<file path="src/rtl/lfsr_rng_if.sv">
// Request/seed/result bundle between the sequence generator and the LFSR random source.
interface lfsr_rng_if #(
    parameter int unsigned WIDTH = 64,
    parameter int unsigned OUT_W = 4
);
    logic             seed_load;
    logic [WIDTH-1:0] seed_in;
    logic             req;
    logic             busy;
    logic             valid;
    logic [OUT_W-1:0] num;

    modport master (
        output seed_load, seed_in, req,
        input  busy, valid, num
    );

    modport slave (
        input  seed_load, seed_in, req,
        output busy, valid, num
    );
endinterface

</file>
<file path="src/rtl/lfsr_rng.sv">
// Free-running LFSR with reseed, plus a req/valid draw of an unbiased value in [0, RANGE)
// by rejection sampling with a bounded retry count and a folded fallback.
module lfsr_rng #(
    parameter int unsigned WIDTH     = 64,
    parameter logic [63:0] TAPS      = 64'hD800000000000000,
    parameter logic [63:0] SEED      = 64'd2854292432761329182,
    parameter bit          GALOIS    = 1'b0,
    parameter int unsigned OUT_W     = 4,
    parameter int unsigned RANGE     = 16,
    parameter int unsigned MAX_TRIES = 8
) (
    input  logic       clock,
    input  logic       reset,
    lfsr_rng_if.slave  bus
);

    localparam int unsigned TRY_W = $clog2(MAX_TRIES + 1);
    localparam int unsigned CW    = OUT_W + 1;
    localparam logic [WIDTH-1:0] TAPS_W  = TAPS[WIDTH-1:0];
    localparam logic [WIDTH-1:0] SEED_W  = SEED[WIDTH-1:0];
    localparam logic [CW-1:0]    RANGE_V = CW'(RANGE);
    localparam logic [TRY_W-1:0] TRIES_MAX = TRY_W'(MAX_TRIES);

    typedef enum logic {IDLE, DRAW} state_t;

    logic [WIDTH-1:0] q;
    logic [WIDTH-1:0] q_step;

    state_t           state, state_next;
    logic [TRY_W-1:0] tries, tries_next;
    logic             busy_next, valid_next;
    logic [OUT_W-1:0] num_next;
    logic [CW-1:0]    cand;

    // One LFSR step in the selected topology
    generate
        if (GALOIS) begin : g_galois
            always_comb q_step = (q >> 1) ^ (q[0] ? TAPS_W : '0);
        end else begin : g_fib
            always_comb q_step = {q[WIDTH-2:0], ^(q & TAPS_W)};
        end
    endgenerate

    // A zero reseed falls back to SEED so the register can never lock up
    always_ff @(posedge clock) begin
        if (reset)
            q <= SEED_W;
        else if (bus.seed_load)
            q <= (bus.seed_in == '0) ? SEED_W : bus.seed_in;
        else
            q <= q_step;
    end

    always_ff @(posedge clock) begin
        if (reset) begin
            state     <= IDLE;
            tries     <= '0;
            bus.busy  <= 1'b0;
            bus.valid <= 1'b0;
            bus.num   <= '0;
        end else begin
            state     <= state_next;
            tries     <= tries_next;
            bus.busy  <= busy_next;
            bus.valid <= valid_next;
            bus.num   <= num_next;
        end
    end

    assign cand = {1'b0, q[OUT_W-1:0]};

    // Draw FSM: candidate is the low OUT_W bits of the state in each DRAW cycle
    always_comb begin
        state_next = state;
        tries_next = tries;
        valid_next = 1'b0;
        num_next   = bus.num;
        unique case (state)
            IDLE: begin
                if (bus.req) begin
                    state_next = DRAW;
                    tries_next = TRY_W'(1);
                end
            end
            DRAW: begin
                if (cand < RANGE_V) begin
                    num_next   = OUT_W'(cand);
                    valid_next = 1'b1;
                    state_next = IDLE;
                end else if (tries == TRIES_MAX) begin
                    // RANGE > 2^(OUT_W-1) keeps the folded value inside [0, RANGE)
                    num_next   = OUT_W'(cand - RANGE_V);
                    valid_next = 1'b1;
                    state_next = IDLE;
                end else begin
                    tries_next = tries + TRY_W'(1);
                end
            end
            default: state_next = IDLE;
        endcase
        busy_next = (state_next == DRAW);
    end

endmodule

</file>
<file path="src/flat_wrapper.sv">
// flat-port wrapper written by rule: the top's interface ports become plain ports
module lfsr_rng_flat 
#(
    parameter int unsigned WIDTH     = 64,
    parameter logic [63:0] TAPS      = 64'hD800000000000000,
    parameter logic [63:0] SEED      = 64'd2854292432761329182,
    parameter bit          GALOIS    = 1'b0,
    parameter int unsigned OUT_W     = 4,
    parameter int unsigned RANGE     = 16,
    parameter int unsigned MAX_TRIES = 8
)
  (clock, reset, bus_seed_load, bus_seed_in, bus_req, bus_busy, bus_valid, bus_num);
  lfsr_rng_if #(.WIDTH(WIDTH), .OUT_W(OUT_W)) bus_i ();
  input  logic clock;
  input  logic reset;
  input wire logic [$bits(bus_i.seed_load)-1:0] bus_seed_load;
  input wire logic [$bits(bus_i.seed_in)-1:0] bus_seed_in;
  input wire logic [$bits(bus_i.req)-1:0] bus_req;
  output wire logic [$bits(bus_i.busy)-1:0] bus_busy;
  output wire logic [$bits(bus_i.valid)-1:0] bus_valid;
  output wire logic [$bits(bus_i.num)-1:0] bus_num;
  assign bus_i.seed_load = bus_seed_load;
  assign bus_i.seed_in = bus_seed_in;
  assign bus_i.req = bus_req;
  assign bus_busy = bus_i.busy;
  assign bus_valid = bus_i.valid;
  assign bus_num = bus_i.num;
  lfsr_rng #(.WIDTH(WIDTH), .TAPS(TAPS), .SEED(SEED), .GALOIS(GALOIS), .OUT_W(OUT_W), .RANGE(RANGE), .MAX_TRIES(MAX_TRIES)) u_core (.clock(clock), .reset(reset), .bus(bus_i));
endmodule
</file>
<file path="config.mk">
export PLATFORM = sky130hd
export DESIGN_NAME = lfsr_rng_flat
export DESIGN_NICKNAME = d
export VERILOG_FILES = /design/src/rtl/lfsr_rng_if.sv /design/src/rtl/lfsr_rng.sv /design/src/flat_wrapper.sv
export SDC_FILE = /design/constraint.sdc
export NUM_CORES = 1
export LEC_CHECK = 0
export BUFFER_PORTS_ARGS = -buffer_cell sky130_fd_sc_hd__buf_2
export CAP_MARGIN = 10
export CORE_MARGIN = 2
export CORE_UTILIZATION = 44
export CTS_BUF_LIST = sky130_fd_sc_hd__clkbuf_16
export DETAILED_ROUTE_END_ITERATION = 8
export PLACE_DENSITY = 0.7
export SLEW_MARGIN = 0
export SYNTH_ARGS = -nofsm -noshare
export SYNTH_HDL_FRONTEND = slang
export SYNTH_SLANG_ARGS = --single-unit
</file>
<file path="constraint.sdc">
create_clock -name clock -period 2.2 [get_ports clock]
set_clock_uncertainty 0.15 [all_clocks]
set_input_delay 0.44 -clock clock [delete_from_list [all_inputs] [get_ports clock]]
set_output_delay 0.44 -clock clock [all_outputs]
set_load 0.01 [all_outputs]
</file>
==> results.txt <==
The flow ran to the end, and the final reports show no timing, DRC or antenna violations. The worst setup path is launched from an input pin. The number of pins exceeding their max-slew limit in the final report is 0. STA puts the critical path data required time at 2310 ps. The die boundary width came out at 79.06 um. The number of nets in the synthesized netlist is 286.

Broken down by cell family, the worst path's largest delay share belongs to simple AND/OR/NAND/NOR gates. TritonCTS built the clock tree. The pin count of the biggest net entering global routing came out at 35. The congestion estimate from routability-driven global placement came to 0.7939. The count of antenna diodes in the layout is 0. The average wire per cell in the routed design came out at 15.09 um. At the pin with the least slew margin, the transition time is 632.0 ps. The largest fanout of any net on the critical path is 14. The power per cell area is 1009 mW/mm^2. The leakage power came out at 0.001434 uW.

The pre-antenna-repair detailed-routing pass consisted of 4 iterations. The final wirelength is 5.585 mm. The maximum level of the CTS H-tree is 3.

STA puts the critical path data arrival time at 2110 ps. Setup repair after global routing left no endpoint under its margin. The insertion delay to the later sink of the worst-skew pair is 320 ps. The number of vias after detailed routing is 1952. The distinct cell type count after synthesis is 18. The number of global-route vias before repair came out at 1896. The count of unresolved DRC violations after routing came out at 0. The residual antenna-violating net count after detailed routing is 0. The category of the worst setup path capture point is a register.

The number of buffer and inverter stages on the critical path came out at 2. For this configuration, the core starts out at a cell density of 45.29%. The maximum buffer depth of the clock tree is 2.

For this block, the initial DRC count from the detailed router was 94. The root buffer cell chosen for the clock tree is sky130_fd_sc_hd__clkbuf_16. The peak per-stage delay on the critical path is 430 ps.

The number of antenna violations at the first check in global routing came out at 0. The top-level port count came out at 74. The overall track demand over capacity in global routing came out at 19.45%. The number of clock buffers inserted by TritonCTS came out at 9. The total chip power is 3284 uW. The CTS clock-pin slew for the worst setup and hold paths is 50 ps. The total number of placement rows is 27. Derived from the worst setup path, the maximum achievable clock frequency is 501.3 MHz.

The area enclosed by the die boundary came out at 0.006250 sq mm. The sequential-to-total area share from yosys stat came out at 56.54%. The number of sinks handled by clock tree synthesis came out at 70. The via count normalized by instance count came out at 5.276. The setup-violating endpoint count in the final report is 0.

The mean post-synth cell area came out at 11.37 sq um. The detailed-placement wirelength estimate came out at 3.956 mm. Walking the worst path, the cells encountered are buf_2, nor4_1, nand4_1, or2_1, o311ai_4, buf_4, o22a_1. The post-synthesis instance total is 218.

The worst supply voltage drop on vdd is 0.6390 mV. The final hold violation count is 0. The count of buffers added by post-CTS timing repair for setup came out at 0. Input and output buffers added on the ports amount to 73. The synthesized flop and latch total is 70.

The net count reported at finish came out at 361. The clock period could shrink to 1995 ps. The region available for standard cell placement spans 0.005473 sq mm. The number of max-cap violations came out at 0. The hold-fix buffer count after cts is 0. In the final layout, the share of cells above drive strength 1 is 38.59%. In this run, post-CTS repair resized a total of 0 instances. The tightest min-delay check is of the in -> reg type. The netlist area before placement is 0.002479 sq mm.

Of the available clock period, the critical path in the final layout requires 90.68%. During synthesis, Yosys emitted a total of 0 warnings. The area added between synthesis and finish is 31.30%. The first global-routing pass estimated 9.087 mm of wire. The floorplan die height is 79.06 um. After routing the design area is 0.003254 sq mm. The total placed instance area is 0.002917 sq mm. Among all stages on the critical path, the largest delay is contributed by sky130_fd_sc_hd__nor4_1.

The critical setup path kind is in -> reg. The headroom to the max-slew limit is 57.87%. The remaining global-route overflow is 0.
## through the flow
step	setup TNS, ps	setup slack, ps	utilization [%]	cells	hold WS [ps]
after CTS	0	220.5	59.47	370	198.6
after detailed placement	-2746	-110.3	53.29	354	273.7
final	0	205.1	59.47	370	207.5
after global placement	-2106	-83.50	53.29	354	266.5
after floorplan	0	284.8	-	218	263.2
after global routing	0	76.27	59.47	370	211.4
## final timing paths
path                                      start      endpoint  slack (ps)  cells past startpoint
worst max-delay path            bus_seed_in[30]  u_core.q[35]         210                      7
worst min-delay path            bus_seed_in[20]  u_core.q[20]         210                      2
worst max register to register     u_core.q[60]   u_core.q[0]        1070                      5
worst min register to register     u_core.q[11]  u_core.q[12]         280                      1
## per-layer routing
metal,vias to the layer above,routed length [um],track usage [%]
met1,933,2548,25.07
met3,15,257,4.545
met4,0,197,12.24
met5,-,0,0
met2,58,2582,29.32
li1,946,-,-
## state kept, by name (all words and copies together) (netlist names)
register / count
u_core.bus.num: 4
u_core.q: 64
u_core.bus.valid: 1
u_core.bus.busy: 1
## worst register-to-register path: cells and delay by family, from the launching register on
kind             cells  cell delay, ps
AND/OR/NAND/NOR      2             100
flip-flops           1             320
AO/OA/AOI/OAI        1             120
XOR/XNOR             2             330
## synthesized netlist by cell type, drive strengths merged
cell type,count,share of area [%]
nor2b,1,0.25
nor4,16,4.0
or2,2,0.51
inv,1,0.15
nor2,35,5.3
a21oi,1,0.20
nand4,4,1.0
dfxtp,70,57
xnor2,3,1.1
o311ai,1,1.1
o22a,34,13
clkbuf,9,1.4
buf,7,2.0
nor3b,1,0.30
mux2i,33,13
## layout by cell type (no fill, tap or decap)
cell,instances
sky130_fd_sc_hd__buf_4,6
sky130_fd_sc_hd__bufinv_16,3
sky130_fd_sc_hd__inv_1,1
sky130_fd_sc_hd__nor3b_1,1
sky130_fd_sc_hd__a21oi_1,1
sky130_fd_sc_hd__clkinv_2,2
sky130_fd_sc_hd__buf_12,1
sky130_fd_sc_hd__clkbuf_16,9
sky130_fd_sc_hd__mux2i_1,33
sky130_fd_sc_hd__o311ai_4,1
sky130_fd_sc_hd__nor4_1,16
sky130_fd_sc_hd__or2_2,1
sky130_fd_sc_hd__xnor2_1,3
sky130_fd_sc_hd__nand4_1,4
sky130_fd_sc_hd__dfxtp_1,70
sky130_fd_sc_hd__buf_2,73
sky130_fd_sc_hd__nor2b_1,1
sky130_fd_sc_hd__o22a_2,18
sky130_fd_sc_hd__clkinv_1,1
sky130_fd_sc_hd__nor2_1,35
sky130_fd_sc_hd__clkinv_4,1
sky130_fd_sc_hd__or2_1,1
sky130_fd_sc_hd__o22a_1,16
## logic make-up (layout without fill, tap and decap cells)
logic type / after synthesis / after routing / synth area share (%)
xor gates and xnor gates: 3 / 3 / 1.060
muxes: 33 / 33 / 13.33
DFF: 70 / 70 / 56.54
AOI/OAI and AO/OA: 36 / 36 / 14.18
and+or+nand+nor: 59 / 59 / 11.41
buffers and inverters: 17 / 97 / 3.483
## report_power, final
part / leakage [uW] / internal (uW) / switching [uW] / total (uW)
clock network: 0.000167 / 1100 / 513 / 1610
logic: 0.000685 / 146 / 131 / 278
registers: 0.000583 / 1360 / 33.3 / 1390
## cell type report
type / count / area [sq um]
timing repair buffer: 80 / 430.4
multi-input combinational: 131 / 991.0
clock inverter: 7 / 112.6
sequential: 70 / 1401
inverter: 1 / 3.754
fill: 475 / 2218
clock buffer: 9 / 225.2
tap: 72 / 90.09
(Power assumes the default switching activity.)
